$ cat src/rtl/cache_access_adapter_if.sv
// rtl/cache_access_adapter_if.sv - CPU load/store and word-cache port bundle for the cache access adapter
interface cache_access_adapter_if #(
    parameter int AddressBitWidth = 32
);
    logic                       cpu_req;
    logic                       cpu_ready;
    logic [AddressBitWidth-1:0] cpu_addr;
    logic [31:0]                cpu_wdata;
    logic                       cpu_write;
    logic [1:0]                 cpu_size;
    logic                       cpu_signed;
    logic [31:0]                cpu_rdata;
    logic                       cpu_done;
    logic                       cpu_error;
    logic                       cache_enable;
    logic [AddressBitWidth-1:0] cache_address;
    logic [31:0]                cache_data_in;
    logic [3:0]                 cache_write_enable;
    logic                       cache_busy;
    logic [31:0]                cache_data_out;
    logic                       cache_data_out_ready;

    // master: the adapter (serves the CPU, drives the cache); slave: the CPU and cache around it
    modport master (
        input  cpu_req, cpu_addr, cpu_wdata, cpu_write, cpu_size, cpu_signed,
        output cpu_ready, cpu_rdata, cpu_done, cpu_error,
        output cache_enable, cache_address, cache_data_in, cache_write_enable,
        input  cache_busy, cache_data_out, cache_data_out_ready
    );

    modport slave (
        output cpu_req, cpu_addr, cpu_wdata, cpu_write, cpu_size, cpu_signed,
        input  cpu_ready, cpu_rdata, cpu_done, cpu_error,
        input  cache_enable, cache_address, cache_data_in, cache_write_enable,
        output cache_busy, cache_data_out, cache_data_out_ready
    );
endinterface

$ cat src/rtl/cache_access_adapter.sv
// rtl/cache_access_adapter.sv - byte/half/word load-store to word-cache adapter; CACHE_ACCESS_SPLIT_EN splits misaligned accesses
module cache_access_adapter #(
    parameter int AddressBitWidth = 32
) (
    input  logic                   clk,
    input  logic                   rst_n,
    cache_access_adapter_if.master bus
);

`ifdef CACHE_ACCESS_SPLIT_EN
    localparam bit SplitEn = 1'b1;
`else
    localparam bit SplitEn = 1'b0;
`endif

    typedef enum logic [2:0] {
        IDLE,
        SETTLE,
        ACCESS,
        HOLD,
        DONE
    } state_t;

    state_t                     state;
    logic [AddressBitWidth-3:0] word_addr;
    logic [1:0]                 off;
    logic                       wr;
    logic [1:0]                 size_r;
    logic                       sgn;
    logic                       split;
    logic                       part2;
    logic [3:0]                 cur_mask;
    logic [3:0]                 mask_hi;
    logic [31:0]                data_hi;
    logic [31:0]                rd_lo;
    logic [31:0]                rd_hi;

    logic [1:0]                 req_off;
    logic [3:0]                 req_mask_base;
    logic [7:0]                 req_mask;
    logic [63:0]                req_data;
    logic                       req_misaligned;
    logic [AddressBitWidth-3:0] next_word;
    logic [31:0]                rd_shift;
    logic [31:0]                load_fmt;

    always_comb begin
        req_off = bus.cpu_addr[1:0];
        case (bus.cpu_size)
            2'd0:    req_mask_base = 4'b0001;
            2'd1:    req_mask_base = 4'b0011;
            default: req_mask_base = 4'b1111;
        endcase
        // Mask and data are shifted across two words so a split access can take its upper half as-is
        req_mask       = {4'b0000, req_mask_base} << req_off;
        req_data       = {32'h0, bus.cpu_wdata} << {req_off, 3'b000};
        req_misaligned = ((bus.cpu_size == 2'd1) && (req_off == 2'd3)) ||
                         (bus.cpu_size[1] && (req_off != 2'd0));
    end

    always_comb begin
        next_word = word_addr + 1'b1;
        rd_shift  = 32'({rd_hi, rd_lo} >> {off, 3'b000});
        case (size_r)
            2'd0:    load_fmt = {{24{sgn & rd_shift[7]}}, rd_shift[7:0]};
            2'd1:    load_fmt = {{16{sgn & rd_shift[15]}}, rd_shift[15:0]};
            default: load_fmt = rd_shift;
        endcase
    end

    always_ff @(posedge clk) begin
        if (!rst_n) begin
            state                  <= IDLE;
            word_addr              <= '0;
            off                    <= '0;
            wr                     <= 1'b0;
            size_r                 <= '0;
            sgn                    <= 1'b0;
            split                  <= 1'b0;
            part2                  <= 1'b0;
            cur_mask               <= '0;
            mask_hi                <= '0;
            data_hi                <= '0;
            rd_lo                  <= '0;
            rd_hi                  <= '0;
            bus.cpu_ready          <= 1'b1;
            bus.cpu_rdata          <= '0;
            bus.cpu_done           <= 1'b0;
            bus.cpu_error          <= 1'b0;
            bus.cache_enable       <= 1'b0;
            bus.cache_address      <= '0;
            bus.cache_data_in      <= '0;
            bus.cache_write_enable <= '0;
        end else begin
            case (state)
                IDLE: begin
                    if (bus.cpu_req) begin
                        word_addr     <= bus.cpu_addr[AddressBitWidth-1:2];
                        off           <= req_off;
                        wr            <= bus.cpu_write;
                        size_r        <= bus.cpu_size;
                        sgn           <= bus.cpu_signed;
                        bus.cpu_ready <= 1'b0;
                        if (req_misaligned && !SplitEn) begin
                            bus.cpu_done  <= 1'b1;
                            bus.cpu_error <= 1'b1;
                            bus.cpu_rdata <= '0;
                            state         <= DONE;
                        end else begin
                            split             <= req_misaligned;
                            part2             <= 1'b0;
                            cur_mask          <= req_mask[3:0];
                            mask_hi           <= req_mask[7:4];
                            data_hi           <= req_data[63:32];
                            rd_lo             <= '0;
                            rd_hi             <= '0;
                            bus.cache_address <= {bus.cpu_addr[AddressBitWidth-1:2], 2'b00};
                            bus.cache_data_in <= req_data[31:0];
                            state             <= SETTLE;
                        end
                    end
                end
                // Address and data have been stable for a cycle; the tag RAM now shows the right line
                SETTLE: begin
                    bus.cache_enable       <= 1'b1;
                    bus.cache_write_enable <= wr ? cur_mask : 4'b0000;
                    state                  <= ACCESS;
                end
                ACCESS: begin
                    if (!bus.cache_busy && (wr || bus.cache_data_out_ready)) begin
                        if (!wr) begin
                            if (part2) rd_hi <= bus.cache_data_out;
                            else       rd_lo <= bus.cache_data_out;
                        end
                        bus.cache_enable       <= 1'b0;
                        bus.cache_write_enable <= 4'b0000;
                        state                  <= HOLD;
                    end
                end
                HOLD: begin
                    if (split && !part2) begin
                        part2             <= 1'b1;
                        word_addr         <= next_word;
                        cur_mask          <= mask_hi;
                        bus.cache_address <= {next_word, 2'b00};
                        bus.cache_data_in <= data_hi;
                        state             <= SETTLE;
                    end else begin
                        bus.cpu_done  <= 1'b1;
                        bus.cpu_error <= 1'b0;
                        bus.cpu_rdata <= wr ? 32'h0 : load_fmt;
                        state         <= DONE;
                    end
                end
                DONE: begin
                    bus.cpu_done  <= 1'b0;
                    bus.cpu_error <= 1'b0;
                    bus.cpu_rdata <= '0;
                    bus.cpu_ready <= 1'b1;
                    state         <= IDLE;
                end
                default: state <= IDLE;
            endcase
        end
    end

endmodule

$ cat src/flat_wrapper.sv
// flat-port wrapper written by rule: the top's interface ports become plain ports
module cache_access_adapter_flat 
#(
    parameter int AddressBitWidth = 32
)
  (clk, rst_n, bus_cpu_req, bus_cpu_addr, bus_cpu_wdata, bus_cpu_write, bus_cpu_size, bus_cpu_signed, bus_cpu_ready, bus_cpu_rdata, bus_cpu_done, bus_cpu_error, bus_cache_enable, bus_cache_address, bus_cache_data_in, bus_cache_write_enable, bus_cache_busy, bus_cache_data_out, bus_cache_data_out_ready);
  cache_access_adapter_if #(.AddressBitWidth(AddressBitWidth)) bus_i ();
  input  logic clk;
  input  logic rst_n;
  input wire logic [$bits(bus_i.cpu_req)-1:0] bus_cpu_req;
  input wire logic [$bits(bus_i.cpu_addr)-1:0] bus_cpu_addr;
  input wire logic [$bits(bus_i.cpu_wdata)-1:0] bus_cpu_wdata;
  input wire logic [$bits(bus_i.cpu_write)-1:0] bus_cpu_write;
  input wire logic [$bits(bus_i.cpu_size)-1:0] bus_cpu_size;
  input wire logic [$bits(bus_i.cpu_signed)-1:0] bus_cpu_signed;
  output wire logic [$bits(bus_i.cpu_ready)-1:0] bus_cpu_ready;
  output wire logic [$bits(bus_i.cpu_rdata)-1:0] bus_cpu_rdata;
  output wire logic [$bits(bus_i.cpu_done)-1:0] bus_cpu_done;
  output wire logic [$bits(bus_i.cpu_error)-1:0] bus_cpu_error;
  output wire logic [$bits(bus_i.cache_enable)-1:0] bus_cache_enable;
  output wire logic [$bits(bus_i.cache_address)-1:0] bus_cache_address;
  output wire logic [$bits(bus_i.cache_data_in)-1:0] bus_cache_data_in;
  output wire logic [$bits(bus_i.cache_write_enable)-1:0] bus_cache_write_enable;
  input wire logic [$bits(bus_i.cache_busy)-1:0] bus_cache_busy;
  input wire logic [$bits(bus_i.cache_data_out)-1:0] bus_cache_data_out;
  input wire logic [$bits(bus_i.cache_data_out_ready)-1:0] bus_cache_data_out_ready;
  assign bus_i.cpu_req = bus_cpu_req;
  assign bus_i.cpu_addr = bus_cpu_addr;
  assign bus_i.cpu_wdata = bus_cpu_wdata;
  assign bus_i.cpu_write = bus_cpu_write;
  assign bus_i.cpu_size = bus_cpu_size;
  assign bus_i.cpu_signed = bus_cpu_signed;
  assign bus_cpu_ready = bus_i.cpu_ready;
  assign bus_cpu_rdata = bus_i.cpu_rdata;
  assign bus_cpu_done = bus_i.cpu_done;
  assign bus_cpu_error = bus_i.cpu_error;
  assign bus_cache_enable = bus_i.cache_enable;
  assign bus_cache_address = bus_i.cache_address;
  assign bus_cache_data_in = bus_i.cache_data_in;
  assign bus_cache_write_enable = bus_i.cache_write_enable;
  assign bus_i.cache_busy = bus_cache_busy;
  assign bus_i.cache_data_out = bus_cache_data_out;
  assign bus_i.cache_data_out_ready = bus_cache_data_out_ready;
  cache_access_adapter #(.AddressBitWidth(AddressBitWidth)) u_core (.clk(clk), .rst_n(rst_n), .bus(bus_i));
endmodule
$ cat config.mk
export PLATFORM = sky130hd
export DESIGN_NAME = cache_access_adapter_flat
export DESIGN_NICKNAME = d
export VERILOG_FILES = /design/src/rtl/cache_access_adapter_if.sv /design/src/rtl/cache_access_adapter.sv /design/src/flat_wrapper.sv
export SDC_FILE = /design/constraint.sdc
export NUM_CORES = 1
export LEC_CHECK = 0
export CAP_MARGIN = 20
export CORE_MARGIN = 2
export CORE_UTILIZATION = 35
export CTS_BUF_LIST = sky130_fd_sc_hd__clkbuf_2 sky130_fd_sc_hd__clkbuf_4 sky130_fd_sc_hd__clkbuf_8
export CTS_CLUSTER_SIZE = 24
export DETAILED_ROUTE_END_ITERATION = 6
export HOLD_SLACK_MARGIN = 0.12
export PLACE_DENSITY_LB_ADDON = 0.3
export SYNTH_ARGS = -nofsm -noshare
export SYNTH_HDL_FRONTEND = slang
export SYNTH_SLANG_ARGS = --single-unit
$ cat constraint.sdc
create_clock -name clk -period 2.5 [get_ports clk]
set_input_delay 0.5 -clock clk [delete_from_list [all_inputs] [get_ports clk]]
set_output_delay 0.5 -clock clk [all_outputs]
set_load 0.03 [all_outputs]
# --- Yosys cells after proc, flatten, opt, wreduce, memory -nomap -nowiden ---
# Cells that the tools add are included.
classes:
  eq_ne: 14
  n_shift: 3
  muxes: 43
  bitwise_logic: 3
  reduce_logical: 24
op_table:
  columns: ["operator", "n"]
  rows:
  - ["two-way mux 32 bit", 17]
  - ["case mux 32 bit (2 select lines)", 3]
  - ["case mux 32 bit (3 select lines)", 1]
  - [">> shifter 64 x 5 -> 32 bit", 1]
  - ["<< shifter 32 x 5 -> 32 bit", 1]
  - ["two-way mux 4 bit", 5]
  - ["case mux 4 bit (2 select lines)", 2]
  - ["case mux 3 bit (4 select lines)", 1]
  - ["AND reduction 6 bit", 2]
  - ["nonzero test 2 bit", 5]
  - ["two-way mux 3 bit", 3]
  - ["inequality test 2 bit (second input constant)", 4]
  - ["AND reduction 2 bit", 4]
  - ["two-way mux 1 bit", 7]
  - ["== test 3 x 2 -> 1 bit (second input constant)", 2]
  - ["inequality test 2 x 1 -> 1 bit (second input constant)", 3]
  - ["case mux 1 bit (2 select lines)", 3]
  - ["== test 2 x 1 -> 1 bit (second input constant)", 2]
  - ["logical NOT 2 bit", 2]
  - ["AND reduction 4 bit", 1]
  - ["<< shifter 4 x 2 -> 4 bit", 1]
  - ["== test 3 x 1 -> 1 bit (second input constant)", 1]
  - ["== test 3 bit (second input constant)", 1]
  - ["logical AND 1 bit", 3]
  - ["10 further kinds", 12]
word_totals:
  register_bits: 182
  inputBits: 105
  out_inout_bits: 104
  elab_cells: 104

# --- Longest topological paths before layout ---
# Gate-level depths: netlist of run 1.
logic_depth:
  ltp_word: 6
  depth_mapped: 7
  mapped_depth_nobuf: 4

# --- Worst setup path before layout of run 1 ---
# No wires, ideal clock.
synth_path:
  path_type: "input port to flip-flop"
  startpoint: "in bus_cpu_req"
  endpoint: "reg u_core.bus.cpu_rdata[23]"
  setup_time_ps: 120
  t_arrival_ps: 1786
  t_required_ps: 2380
  setup_slack_ps: 594
  path_stages: 6
  n_path_buf: 2
  path_cell_list: "or3b_1 > a21o_1 > and3_1 > clkbuf_1 > buf_2 > a211o_2"
synth_via:
  elab_chain_cells: 2
synth_lines:
  columns: ["item", "line", "source"]
  rows:
  - ["from (decl)", "flat_wrapper.sv:10", "input wire logic [$bits(bus_i.cpu_req)-1:0] bus_cpu_req;"]
  - ["inequality test 2 bit (no line)", null, null]
  - ["AND reduction 3 bit (no line)", null, null]
  - ["to (signal assigned)", "cache_access_adapter.sv:151", "bus.cpu_rdata <= wr ? 32'h0 : load_fmt;"]
  - ["to (decl)", "cache_access_adapter_if.sv:26", "output cpu_ready, cpu_rdata, cpu_done, cpu_error,"]
# Every way passes these cells.
# A chain may end at the register's enable or synchronous reset.

# --- Worst setup path after layout of run 1 ---
layout_path:
  startpoint: "in bus_cpu_addr[1]"
  endpoint: "reg u_core.bus.cpu_rdata[14]"
layout_via:
  elab_chain_cells: 5
  elab_cells_between_ends: 7
  cone_classes: "eq/ne (2); reduce/logical (5)"
layout_lines:
  columns: ["item", "line", "source"]
  rows:
  - ["from (decl)", "flat_wrapper.sv:11", "input wire logic [$bits(bus_i.cpu_addr)-1:0] bus_cpu_addr;"]
  - ["== test 2 bit / nonzero test 2 bit (equally long branches)", "cache_access_adapter.sv:57, cache_access_adapter.sv:58", null]
  - ["logical AND 1 bit, on equally long branches", "cache_access_adapter.sv:57, cache_access_adapter.sv:58", null]
  - ["logical OR 1 bit (*)", "cache_access_adapter.sv:57", "req_misaligned = ((bus.cpu_size == 2'd1) && (req_off == 2'd3)) ||"]
  - ["inequality test 2 x 1 -> 1 bit (no line) (*)", null, null]
  - ["AND reduction 3 bit (no line) (*)", null, null]
# Mark *: on every way between the ends. The rest lies on a longest branch, timed or not.

==> impl_metrics.json, run 1 <==
{
  "fin_cells": 1261,
  "slew_viol_final": 0,
  "drt_iter0_drc": 363,
  "cts_tree": "built",
  "cts_buffers": 17,
  "synth_area_leader_cell": "dfxtp_1",
  "track_usage_pct": 18.52,
  "drive_above_1_share_pct": 12.58,
  "antenna_cells": 0,
  "ios": 209,
  "synth.distinct_cells": 47,
  "cpLargestDelayFamily": "buffers and inverters",
  "synth_common_cells": "dfxtp_1 (171), nand2_1 (168), a21oi_1 (76), mux2i_1 (54), clkbuf_1 (44)",
  "r2r-start": "u_core.state[1]$_SDFFE_PN0P_",
  "finalSetupViolations": 0,
  "wl_per_cell_um": 16.86,
  "p_int_uw": 4351,
  "ant_nets": 0,
  "worstHoldStart": "u_core.bus.cache_data_in[12]$_SDFFE_PN0P_",
  "max_freq_mhz": 463.2,
  "fillers": 2018,
  "fin_util_pct": 49.28,
  "status": "completed",
  "die_w_um": 149.9,
  "cts.path.max_buffers": 2,
  "power.switching_uw": 1630,
  "cp-start-kind": "input port",
  "power_uw": 5981,
  "cts_max_level": 4,
  "hpwl_um": 15300,
  "place.port_buffers": 206,
  "yosysWarnings": 0,
  "critPathArrivalTime_ns": 2.54,
  "die_h_um": 149.9,
  "end_kind": "register",
  "crit_type": "input port to register",
  "reg2reg_depth": 5,
  "cts_setup_buffers": 0,
  "hold_path.class": "register to register",
  "period_needed_ns": 2.159,
  "setup_tns_ns": 0,
  "crit_fanout": 17,
  "yosysTopAreaCellShare_pct": 45.92,
  "ys.flop_type": "dfxtp_1",
  "cts.clk_slew.worst_paths_ns": 0.09,
  "die_area_um2": 22480,
  "pre_cts_slack_ns": -0.1360,
  "leakage_uw": 0.003723,
  "core-area_um2": 20960,
  "p_seq_share_pct": 47.9,
  "cts.sinks": 171,
  "rsz0062_at_grt": "false",
  "rows": 53,
  "antenna_found_initial": 0,
  "critical_path_required_ns": 2.88,
  "yosysMostFrequentCell": "dfxtp_1",
  "clock_latency_ns": 0.46,
  "routed-via-count": 6376,
  "grt-ovfl-total": 0,
  "hold_viol": 0,
  "ys_seq_area_share_pct": 45.92,
  "cts_hold_buf": 0,
  "dr.pass1.iters": 4,
  "area_delta_synth_final_pct": 38.54,
  "syn_inst": 783,
  "grt_pass1_vias": 6058,
  "min_period_over_period_pct": 86.36,
  "worstMarginPinSlew_ns": 0.6506,
  "rr_endpoint": "u_core.bus.cpu_rdata[14]$_SDFFE_PN0P_",
  "critPathBufInv": 2,
  "drt-vias-per-instance": 5.056,
  "final_nets": 1078,
  "ir_drop_mv": 0.3285,
  "syn_avg_cell_area_um2": 9.521,
  "switching_share_pct": 27.25,
  "grt_max_degree": 82,
  "dp.cells": 1229,
  "drc": 0,
  "ys_seq_elements": 171,
  "skew_ns": 0.01437,
  "crit_path_start": "bus_cpu_addr[1]",
  "slowest_stage": "and3_1",
  "drv_cap": 0,
  "hold_end": "u_core.bus.cache_data_in[12]$_SDFFE_PN0P_",
  "grt_pass1_wl_um": 32480,
  "syn-cell-area_um2": 7455,
  "initial_core_util_pct": 35.57,
  "pwr-share-clk_pct": 35.4,
  "maxSlewHeadroom_pct": 56.62,
  "cp_slowest_stage_delay_ns": 0.58,
  "gp_congestion": 0.7952,
  "synth_edf_count": 0,
  "root_buffer": "clkbuf_8",
  "setup_ws_ns": 0.3411,
  "ys_top_cells_by_area": "dfxtp_1 (46%), nand2_1 (8.5%), mux4_2 (8.2%), mux2i_1 (7.3%), a21oi_1 (5.1%)",
  "whs_path_depth": 2,
  "wirelength_um": 21260,
  "ctsResizeCount": 0,
  "synth-async-reset-ratio_pct": 0,
  "cellPowerDensity_nw_per_um2": 579.1,
  "power_frac_comb_pct": 16.7,
  "r2r_setup_slack_ns": 0.44,
  "crit_chain": "clkdlybuf4s50_1 -> o21ai_0 -> a21o_1 -> and3_1 -> buf_4 -> o2bb2ai_1"
}
-- metal layers --
layer  track usage, %  share of wire [%]
met4            5.330                1.2
met1            23.50                 44
met3            4.055                6.6
met2            31.62                 49
met5                0                  0
-- worst min-delay path, cell delays in order, from the launching register on --
cell and delay, ns:
dfxtp_1 0.32, nand2_1 0.05, a21oi_1 0.05
-- registers in the layout (all words and copies together), names as in the netlist, 2 cells and up --
| signal | flops |
|---|---|
| u_core.size_r | 2 |
| u_core.bus.cache_address | 30 |
| u_core.state | 3 |
| u_core.bus.cpu_rdata | 32 |
| u_core.rd_lo | 32 |
| u_core.cur_mask | 4 |
| u_core.bus.cache_data_in | 32 |
| u_core.rd_hi | 24 |
| u_core.bus.cache_write_enable | 4 |
| u_core.off | 2 |
-- stage by stage --
step / hold WS [ns] / instance area (um2)
final: 0.4549 / 10330
after global routing: 0.4713 / 10330
after CTS: 0.4549 / 10330
after detailed placement: 0.4428 / 9893
after global placement: 0.4382 / 9893
after floorplan: 0.4243 / 7458
-- cell type report --
class / instances / area [um2] / area share [%]
Multi-Input combinational cell: 538 / 3715 / 35.97
Sequential cell: 171 / 3425 / 33.16
Clock buffer: 20 / 275.3 / 2.665
Inverter: 4 / 15.01 / 0.1454
Clock inverter: 12 / 158.9 / 1.539
Timing Repair Buffer: 241 / 2395 / 23.19
Tap cell: 275 / 344.1 / 3.332
-- how the worst max path moves through the flow --
stage | slack, ns | endpoint | depth (start not counted)
detailed placement | -0.14 | u_core.bus.cpu_rdata[14]$_SDFFE_PN0P_ | 6
floorplan | 0.59 | u_core.bus.cpu_rdata[23]$_SDFFE_PN0P_ | 6
global route | 0.26 | u_core.bus.cpu_rdata[15]$_SDFFE_PN0P_ | 5
finish | 0.34 | u_core.bus.cpu_rdata[14]$_SDFFE_PN0P_ | 6
CTS | 0.35 | u_core.bus.cpu_rdata[14]$_SDFFE_PN0P_ | 6
global placement | -0.11 | u_core.bus.cpu_rdata[12]$_SDFFE_PN0P_ | 6
-- power by group through the flow --
stage / logic, uW / registers (uW) / clock network (uW)
final: 998 / 2860 / 2120
after floorplan: 425 / 3040 / 0
after detailed placement: 1000 / 2930 / 0
after global routing: 1080 / 2880 / 2280
after global placement: 998 / 2920 / 0
after CTS: 1010 / 2860 / 2180
-- layout by cell type (no fill, tap or decap), types with 3 or more instances in the layout --
master and count:
a211o_1 8, a211o_2 8, a211oi_1 12, a21oi_1 76, a32o_1 3, a32oi_1 8, and2_1 24, and3_1 3
buf_12 6, buf_4 29, bufinv_16 3, clkbuf_8 20, clkdlybuf4s50_1 205, dfxtp_1 170, inv_1 3, inv_6 4
mux2_2 8, mux2i_1 54, mux4_1 3, mux4_2 27, nand2_1 168, nand2b_1 3, nand3_1 5, nor2_1 40
nor2b_1 17, nor3_1 11, nor4b_1 9, o211ai_1 8, o21ai_0 4, o2bb2ai_1 8, or3_1 9
-- cell families (layout without fill, tap and decap cells) --
family,count (synthesis),in the layout,synth area share [%]
AO/OA/AOI/OAI,144,144,12.74
multiplexers,92,92,17.67
AND/OR/NAND/NOR,300,300,18.93
buffers and inverters,75,277,4.683
other,1,2,0.05030
flip-flops,171,171,45.92
(Power assumes the default switching activity.)
==> run 2, diff against run 1 <==
CAP_MARGIN = unset   (was 20)
TNS_END_PERCENT = 20   (was unset)
==> results of run 2 <==
No change in the layout: final DEF, timing and power equal those of run 1.
